$ cat config.mk
export PLATFORM = sky130hd
export DESIGN_NAME = exu_lsu
export DESIGN_NICKNAME = d
export VERILOG_FILES = /design/src/rtl/exu_lsu.sv
export SDC_FILE = /design/constraint.sdc
export NUM_CORES = 1
export LEC_CHECK = 0
export ABC_AREA = 1
export BUFFER_PORTS_ARGS = -buffer_cell sky130_fd_sc_hd__buf_2
export CORE_UTILIZATION = 49
export CTS_CLUSTER_SIZE = 40
export DETAILED_ROUTE_END_ITERATION = 8
export MAX_ROUTING_LAYER = met4
export PLACE_DENSITY = 0.85
export SYNTH_ARGS = -nofsm -noshare
export SYNTH_HDL_FRONTEND = slang
export SYNTH_SLANG_ARGS = --single-unit
export TNS_END_PERCENT = 30
$ cat constraint.sdc
create_clock -name clk -period 3.49 [get_ports clk]
set_input_delay 0.1745 -clock clk [delete_from_list [all_inputs] [get_ports clk]]
set_output_delay 0.1745 -clock clk [all_outputs]
set_load 0.005 [all_outputs]
$ cat src/rtl/exu_lsu.sv
// Load/store unit for the execute stage: byte/half/word/double accesses over a
// valid/ready memory request channel, with sign/zero extension of load data.
module exu_lsu #(
    parameter int XLEN = 32
) (
    input  logic                clk,
    input  logic                rst,
    input  logic                in_valid,
    output logic                in_ready,
    input  logic                in_store,
    input  logic [2:0]          in_funct3,
    input  logic [XLEN-1:0]     in_addr,
    input  logic [XLEN-1:0]     in_wdata,
    output logic                mem_req_valid,
    input  logic                mem_req_ready,
    output logic [XLEN-1:0]     mem_addr,
    output logic                mem_we,
    output logic [XLEN/8-1:0]   mem_wstrb,
    output logic [XLEN-1:0]     mem_wdata,
    input  logic                mem_rsp_valid,
    input  logic [XLEN-1:0]     mem_rdata,
    output logic                out_valid,
    input  logic                out_ready,
    output logic [XLEN-1:0]     out_data,
    output logic                out_err
);

    localparam int STRB_W = XLEN / 8;
    localparam int LANE_W = $clog2(STRB_W);

    typedef enum logic [1:0] {
        S_IDLE = 2'd0,
        S_REQ  = 2'd1,
        S_WAIT = 2'd2,
        S_RESP = 2'd3
    } state_t;

    state_t                 r_state;
    state_t                 w_next;
    logic                   r_store;
    logic [2:0]             r_funct3;
    logic [LANE_W-1:0]      r_lane;
    logic [XLEN-1:0]        r_mem_addr;
    logic                   r_mem_we;
    logic [STRB_W-1:0]      r_mem_wstrb;
    logic [XLEN-1:0]        r_mem_wdata;
    logic [XLEN-1:0]        r_out_data;
    logic                   r_out_err;

    logic                   w_illegal;
    logic [XLEN-1:0]        w_aligned;
    logic [LANE_W+2:0]      w_in_shift;
    logic [LANE_W+2:0]      w_rd_shift;

    // Misalignment, sizes absent at this XLEN, the reserved code, and
    // unsigned-store encodings all fail without touching memory.
    function automatic logic is_illegal(input logic st, input logic [2:0] f3,
                                        input logic [2:0] a_lo);
        logic bad;
        case (f3)
            3'b000:  bad = 1'b0;
            3'b100:  bad = 1'b0;
            3'b001:  bad = a_lo[0];
            3'b101:  bad = a_lo[0];
            3'b010:  bad = (a_lo[1:0] != 2'b00);
            3'b110:  bad = (XLEN == 32) || (a_lo[1:0] != 2'b00);
            3'b011:  bad = (XLEN == 32) || (a_lo != 3'b000);
            default: bad = 1'b1;
        endcase
        return bad || (st && f3[2]);
    endfunction

    function automatic logic [STRB_W-1:0] size_strb(input logic [1:0] sz);
        logic [STRB_W-1:0] s;
        case (sz)
            2'b00:   s = STRB_W'(4'h1);
            2'b01:   s = STRB_W'(4'h3);
            2'b10:   s = STRB_W'(4'hF);
            default: s = '1;
        endcase
        return s;
    endfunction

    // Truncate lane-aligned read data to the access size and extend it;
    // the sign bit is located as the top set bit of the size mask.
    function automatic logic [XLEN-1:0] load_ext(input logic [2:0] f3,
                                                 input logic [XLEN-1:0] d);
        logic [XLEN-1:0] ones;
        logic [XLEN-1:0] mask;
        logic [XLEN-1:0] sbit;
        logic [XLEN-1:0] r;
        ones = '1;
        case (f3[1:0])
            2'b00:   mask = ones >> (XLEN - 8);
            2'b01:   mask = ones >> (XLEN - 16);
            2'b10:   mask = ones >> (XLEN - 32);
            default: mask = ones;
        endcase
        sbit = mask & ~(mask >> 1);
        r    = d & mask;
        return (!f3[2] && (|(d & sbit))) ? (r | ~mask) : r;
    endfunction

    // Request-side decode of the incoming operation.
    always_comb begin
        w_illegal  = is_illegal(in_store, in_funct3, in_addr[2:0]);
        w_aligned  = in_addr;
        w_aligned[LANE_W-1:0] = '0;
        w_in_shift = {in_addr[LANE_W-1:0], 3'b000};
        w_rd_shift = {r_lane, 3'b000};
    end

    // State register.
    always_ff @(posedge clk or posedge rst) begin
        if (rst) begin
            r_state <= S_IDLE;
        end else begin
            r_state <= w_next;
        end
    end

    // Next-state logic.
    always_comb begin
        w_next = r_state;
        case (r_state)
            S_IDLE: begin
                if (in_valid) begin
                    w_next = w_illegal ? S_RESP : S_REQ;
                end else begin
                    w_next = S_IDLE;
                end
            end
            S_REQ: begin
                if (mem_req_ready) begin
                    w_next = S_WAIT;
                end else begin
                    w_next = S_REQ;
                end
            end
            S_WAIT: begin
                if (mem_rsp_valid) begin
                    w_next = S_RESP;
                end else begin
                    w_next = S_WAIT;
                end
            end
            S_RESP: begin
                if (out_ready) begin
                    w_next = S_IDLE;
                end else begin
                    w_next = S_RESP;
                end
            end
            default: w_next = S_IDLE;
        endcase
    end

    // Handshake outputs decoded from state only.
    always_comb begin
        in_ready      = 1'b0;
        mem_req_valid = 1'b0;
        out_valid     = 1'b0;
        case (r_state)
            S_IDLE:  in_ready      = 1'b1;
            S_REQ:   mem_req_valid = 1'b1;
            S_WAIT:  mem_req_valid = 1'b0;
            S_RESP:  out_valid     = 1'b1;
            default: in_ready      = 1'b0;
        endcase
    end

    // Operation latch at accept and result capture on the memory response.
    always_ff @(posedge clk or posedge rst) begin
        if (rst) begin
            r_store     <= 1'b0;
            r_funct3    <= 3'b000;
            r_lane      <= '0;
            r_mem_addr  <= '0;
            r_mem_we    <= 1'b0;
            r_mem_wstrb <= '0;
            r_mem_wdata <= '0;
            r_out_data  <= '0;
            r_out_err   <= 1'b0;
        end else begin
            case (r_state)
                S_IDLE: begin
                    if (in_valid) begin
                        r_store    <= in_store;
                        r_funct3   <= in_funct3;
                        r_lane     <= in_addr[LANE_W-1:0];
                        r_out_data <= '0;
                        r_out_err  <= w_illegal;
                        if (w_illegal) begin
                            r_mem_addr  <= '0;
                            r_mem_we    <= 1'b0;
                            r_mem_wstrb <= '0;
                            r_mem_wdata <= '0;
                        end else begin
                            r_mem_addr  <= w_aligned;
                            r_mem_we    <= in_store;
                            r_mem_wstrb <= in_store ?
                                (size_strb(in_funct3[1:0]) << in_addr[LANE_W-1:0]) : '0;
                            r_mem_wdata <= in_store ? (in_wdata << w_in_shift) : '0;
                        end
                    end
                end
                S_WAIT: begin
                    if (mem_rsp_valid) begin
                        r_out_data <= r_store ? '0 :
                                      load_ext(r_funct3, mem_rdata >> w_rd_shift);
                    end
                end
                default: begin
                    r_out_err <= r_out_err;
                end
            endcase
        end
    end

    assign mem_addr  = r_mem_addr;
    assign mem_we    = r_mem_we;
    assign mem_wstrb = r_mem_wstrb;
    assign mem_wdata = r_mem_wdata;
    assign out_data  = r_out_data;
    assign out_err   = r_out_err;

endmodule
Yosys cells after proc, flatten, opt, wreduce, memory -nomap -nowiden
Index checks and enable logic that the tools add are counted.
{ "totals": {"wordCells": 73, "out_inout_bits": 105, "reg_bits": 110, "inputBits": 106} }
{ "classes": {"reduce_logical": 15, "bitwise_logic": 6, "eq_ne": 11, "mux": 28, "n_shift": 3} }
{ "ops": {"columns": ["operator", "n"], "rows": [
  ["$mux W32", 9],
  ["$pmux W32 S2", 2],
  ["$and A32 B32 Y32", 3],
  ["$not A31 Y32", 1],
  ["$not A32 Y32", 1],
  ["$or A32 B32 Y32", 1],
  ["$reduce_or A32 Y1", 1],
  ["$shl A32 B5 Y32", 1],
  ["$shr A32 B5 Y32", 1],
  ["$mux W4", 5],
  ["$mux W2", 4],
  ["$pmux W2 S4", 1],
  ["$pmux W4 S2", 1],
  ["$eq A2 B1 Y1 const B", 3],
  ["$eq A3 B3 Y1 const B", 2],
  ["$logic_not A2 Y1", 3],
  ["$mux W1", 5],
  ["$eq A2 B2 Y1 const B", 2],
  ["$ne A2 B2 Y1 const B", 2],
  ["$reduce_bool A2 Y1", 2],
  ["$reduce_or A2 Y1", 2],
  ["$shl A4 B2 Y4", 1],
  ["$eq A3 B1 Y1 const B", 1],
  ["$eq A3 B2 Y1 const B", 1],
  ["7 further kinds", 8]
]} }

Logic depth before layout (Yosys ltp)
{ "depth": {"depth_word": 13, "ltp_mapped": 12, "ltp_nobuf": 10} }

Worst setup path after synthesis
OpenSTA, ideal clock, no wires.
{ "synth_path": {"path_type": "register to register", "start": "register r_state[0]", "end": "register r_out_data[26] (netlist: out_data[26])", "arrival_time_ns": 1.302, "path_stages_with_launch": 10, "t_required_ns": 3.424, "synth_period_minus_slack_ns": 1.367, "setup_ns": 0.066, "slack_ns": 2.123, "n_path_buf": 2, "path_cell_list": "dfrtp_1 nor2_2 nand2_1 buf_6 nand2_2 nand3_2 buf_2 a21oi_1 nand2_1 nand2_1"} }
{ "synth_via": {"elab_chain_len": 3, "word_cells_on_any_way": 7, "cone_classes": "eq/ne: 3; mux: 1; reduce/logical: 3"} }
{ "synth_rtl": {"columns": ["item", "line", "source"], "rows": [
  ["start, declared", "38", "state_t r_state;"],
  ["start signal, assigned", "118", "r_state <= w_next;"],
  ["$eq A2 B2 Y1 / $logic_not A2 Y1 (equally long branches)", "185", "case (r_state)"],
  ["$ne A2 B2 Y1 (no line) / $reduce_bool A2 Y1 (equally long branches)", null, null],
  ["$reduce_and A3 Y1 (no line)", null, null],
  ["end signal, assigned", "209", "r_out_data <= r_store ? '0 :"],
  ["end, declared", "47", "logic [XLEN-1:0] r_out_data;"]
]} }
Parallel ways exist; a longest one is shown, timed or not.
A chain may end at the register's enable or synchronous reset.

Final worst setup path
{ "layout_path": {"start": "input port in_addr[0]", "end": "register r_mem_wstrb[0] (netlist: mem_wstrb[0])"} }
{ "layout_via": {"elab_chain_len": 4, "word_cells_on_any_way": 6, "cone_classes": "shift: 1; mux: 3; reduce/logical: 2"} }
{ "layout_rtl": {"columns": ["item", "line", "source"], "rows": [
  ["start, declared", "12", "input logic [XLEN-1:0] in_addr,"],
  ["$reduce_bool A2 Y1", "65", "3'b010: bad = (a_lo[1:0] != 2'b00);"],
  ["$pmux W1 S3", "60", "case (f3)"],
  ["$logic_or A1 B1 Y1", "70", "return bad || (st && f3[2]);"],
  ["$mux W4 (*)", "193", "if (w_illegal) begin"],
  ["end signal, assigned", "201", "r_mem_wstrb <= in_store ?"],
  ["end, declared", "45", "logic [STRB_W-1:0] r_mem_wstrb;"]
]} }
Every way passes the cells marked *; elsewhere a longest branch is shown, timed or not.

==> impl_metrics.py <==
metrics = {
    "timing": {
        "timing.final.crit_period_ns": 2.51,
        "final.setup_skew_ns": 0.0208,
        "clock.fmax_mhz": 398,
        "setup_viol": 0,
        "layout_worst_path_cycle_share_pct": 72.1,
        "finalWorstSetupSlack_ns": 0.975,
        "worst_pin_slew_ns": 1.23,
        "slew_headroom_pct": 17.9,
        "final_max_slew_viol_count": 0,
        "totalNegativeSetupSlack_ns": 0,
        "grt_setup_unrepaired": "no",
        "report.final.hold_viol_count": 0,
    },
    "clocking": {
        "insertion_delay_ns": 0.38,
        "cts.sink_count": 108,
        "tritoncts.num_buffers": 9,
        "clock_tree_from_tritoncts": "built",
        "cts.reportedPaths.clkPinSlew_ns": 0.13,
        "cts.repair.resized": 0,
        "clk_root_buffer_cell": "sky130_fd_sc_hd__clkbuf_8",
        "clk_path_buf_depth": 2,
        "clock_tree.htree_level_count": 3,
    },
    "logic_synthesis": {
        "yosys.cell_types.count": 27,
        "synth_xor_area_share_pct": 0,
        "post_synthesis_average_cell_area_um2": 7.68,
        "synth.mux.area_fraction_pct": 1.48,
        "dominant_combinational_cell_family_by_area_after_synthesis": "simple AND/OR/NAND/NOR gates",
        "yosys.area_share.simple_pct": 29.2,
        "synth_enable_flop_cells": 0,
        "synth.ff_latch_count": 108,
        "synth_ff_type": "sky130_fd_sc_hd__dfrtp_1",
        "synth-adder-area-share_pct": 0,
        "synth_compound_area_share_pct": 11.7,
        "ys_seq_area_share_pct": 50.0,
        "netlist_instances": 704,
        "post_synth_instance_area_mm2": 0.00541,
        "async_flop_share_pct": 100,
        "synth-warning-count": 0,
    },
    "die": {
        "die_w_um": 107,
        "die_height_um": 107,
        "core_area_mm2": 0.0105,
        "std_cell_rows": 37,
        "start_util_pct": 51.5,
        "die_ar_mm2": 0.0115,
        "ioPinCount": 211,
    },
    "global_route": {
        "grt_pass1_vias": 5049,
        "grt_pass1_wl_mm": 24.3,
        "initial_antenna_violation_count": 0,
        "track_usage_pct": 27.6,
        "grt_remaining_overflow": 0,
        "grt_max_degree": 56,
    },
    "route": {
        "dr.pass1.iters": 6,
        "drtIter0Drc": 490,
        "detail_route.wl_per_cell_um": 14.7,
        "routed-via-count": 5455,
        "ant_nets": 0,
        "routed_wl_mm": 15.2,
        "detail_route.vias_per_cell": 5.31,
        "remaining_design_rule_violation_count": 0,
    },
    "pwr": {
        "power.share.clock_pct": 16.5,
        "pwr_density_cell_mw_per_mm2": 711,
        "power_report.internal_total_uw": 2740,
        "power_switching_uw": 2010,
        "irDropWorstVdd_mv": 0.388,
        "power_frac_comb_pct": 40.8,
        "power.static_leakage_uw": 0.00397,
        "seq_power_share_pct": 42.8,
        "p_total_uw": 4750,
        "power_switching_share_pct": 42.3,
    },
    "place": {
        "preCtsSetupSlack_ns": 0.622,
        "dp_hpwl_mm": 10.6,
        "finalWeightedCongestion": 0.941,
        "placement.io_buffers": 208,
    },
    "run": {
        "drv_cap": 0,
    },
    "outcome": {
        "status": "completed",
    },
    "cells_and_area": {
        "syn_to_final_growth_pct": 23.4,
        "drive_gt1_share_pct": 28.5,
        "finalCoreUtilization_pct": 63.5,
        "layout.nets": 993,
        "fill_cells": 957,
        "antennaDiodeCount": 0,
    },
    "critical_path": {
        "worstSetupEndpointType": "flop",
        "type_of_the_worst_setup_path": "in2reg",
        "critical_path.max_fanout": 34,
        "worst_ep_required_time_ns": 3.79,
        "timing.critical_path.from_type": "input port",
        "critical_path_arrival_ns": 2.82,
    },
    "min_path": {
        "min-delay-path-class": "in2reg",
    },
}
## worst paths after layout
check	startpoint	slack (ns)	endpoint	cells after the start
worst max-delay path	in_addr[0]	0.98	mem_wstrb[0]	8
worst min-delay path	in_addr[19]	0.008	mem_addr[19]	3
worst max register to register	r_state[0]	1.16	mem_wstrb[0]	7
worst min register to register	out_data[30]	0.49	out_data[30]	2
max in group asynchronous	rst	2.17	out_data[5]	4
min in group asynchronous	rst	0.44	mem_addr[28]	3
## metrics by stage
stage | hold WS (ns) | std cells | instance area (um2)
global placement | 0.320 | 1007 | 6420
global route | 0.00566 | 1028 | 6670
finish | 0.00844 | 1028 | 6670
detailed placement | 0.327 | 1007 | 6420
floorplan | 0.308 | 705 | 5410
CTS | 0.000860 | 1025 | 6640
## metal layers
layer / routed length, um / global-route usage, %
met5: 0 / -
met4: 332 / 9.39
met3: 1200 / 4.80
met2: 7050 / 42.2
met1: 6570 / 37.5
## registers in the layout, summed over array words and instances, names as in the netlist
name and cells:
mem_we 1, out_data 32, r_store 1, mem_wstrb 4
mem_wdata 32, r_funct3 3, out_err 1, r_lane 2
r_state 2, mem_addr 30
## placed cells by master, fill, tap and decap left out, drive strengths merged, types with 9 or more instances in the layout
master,count
nand3,77
clkbuf,9
a31oi,15
nand2,290
dfrtp,108
nor2,17
buf,214
inv,43
o21ai,71
a21oi,24
## power groups by stage
stage	sequential, uW	clock [uW]	combinational [uW]
floorplan	2020	0	1180
global placement	2040	0	1890
detailed placement	2040	0	1940
CTS	2030	796	1930
global route	2080	847	2190
finish	2030	781	1930
## cells in the mapped netlist (all sizes together) (2+ instances only)
master  instances  area (um2)
buf            28         175
dfrtp         108        2700
nor2           17        82.6
a21oi          24         120
mux2i           8        80.1
nand3          77         390
inv            39         151
o21ai          71         397
nand2         290        1100
a31oi          15        93.8
o21bai          2        15.0
clkbuf         20        75.1
## logic make-up after synthesis
logic type / count (synthesis)
AO/OA/AOI/OAI: 113
buffers and inverters: 88
flip-flops: 108
multiplexers: 8
other: 1
AND/OR/NAND/NOR: 386
## layout make-up
type	instances	area, um2	area share, %
Sequential cell	108	2700	40.5
Clock inverter	7	77.6	1.16
Tap cell	136	170	2.55
Inverter	40	158	2.36
Clock buffer	9	124	1.86
Timing Repair Buffer	219	1140	17.0
Multi-Input combinational cell	509	2310	34.6
## what timing repair did
action                                 4_1_cts  5_1_grt
buffers inserted                             0        0
endpoints found under the hold margin       54        3
hold buffers                                 2        3
## worst max-delay path: stages
cell and delay (ns):
sky130_fd_sc_hd__buf_2 0.12, sky130_fd_sc_hd__inv_4 0.25, sky130_fd_sc_hd__o21ai_2 0.13, sky130_fd_sc_hd__o21ai_2 0.94
sky130_fd_sc_hd__nand2_2 0.59, sky130_fd_sc_hd__nor2_8 0.35, sky130_fd_sc_hd__inv_4 0.12, sky130_fd_sc_hd__o21ai_2 0.12
(Power assumes the default switching activity.)
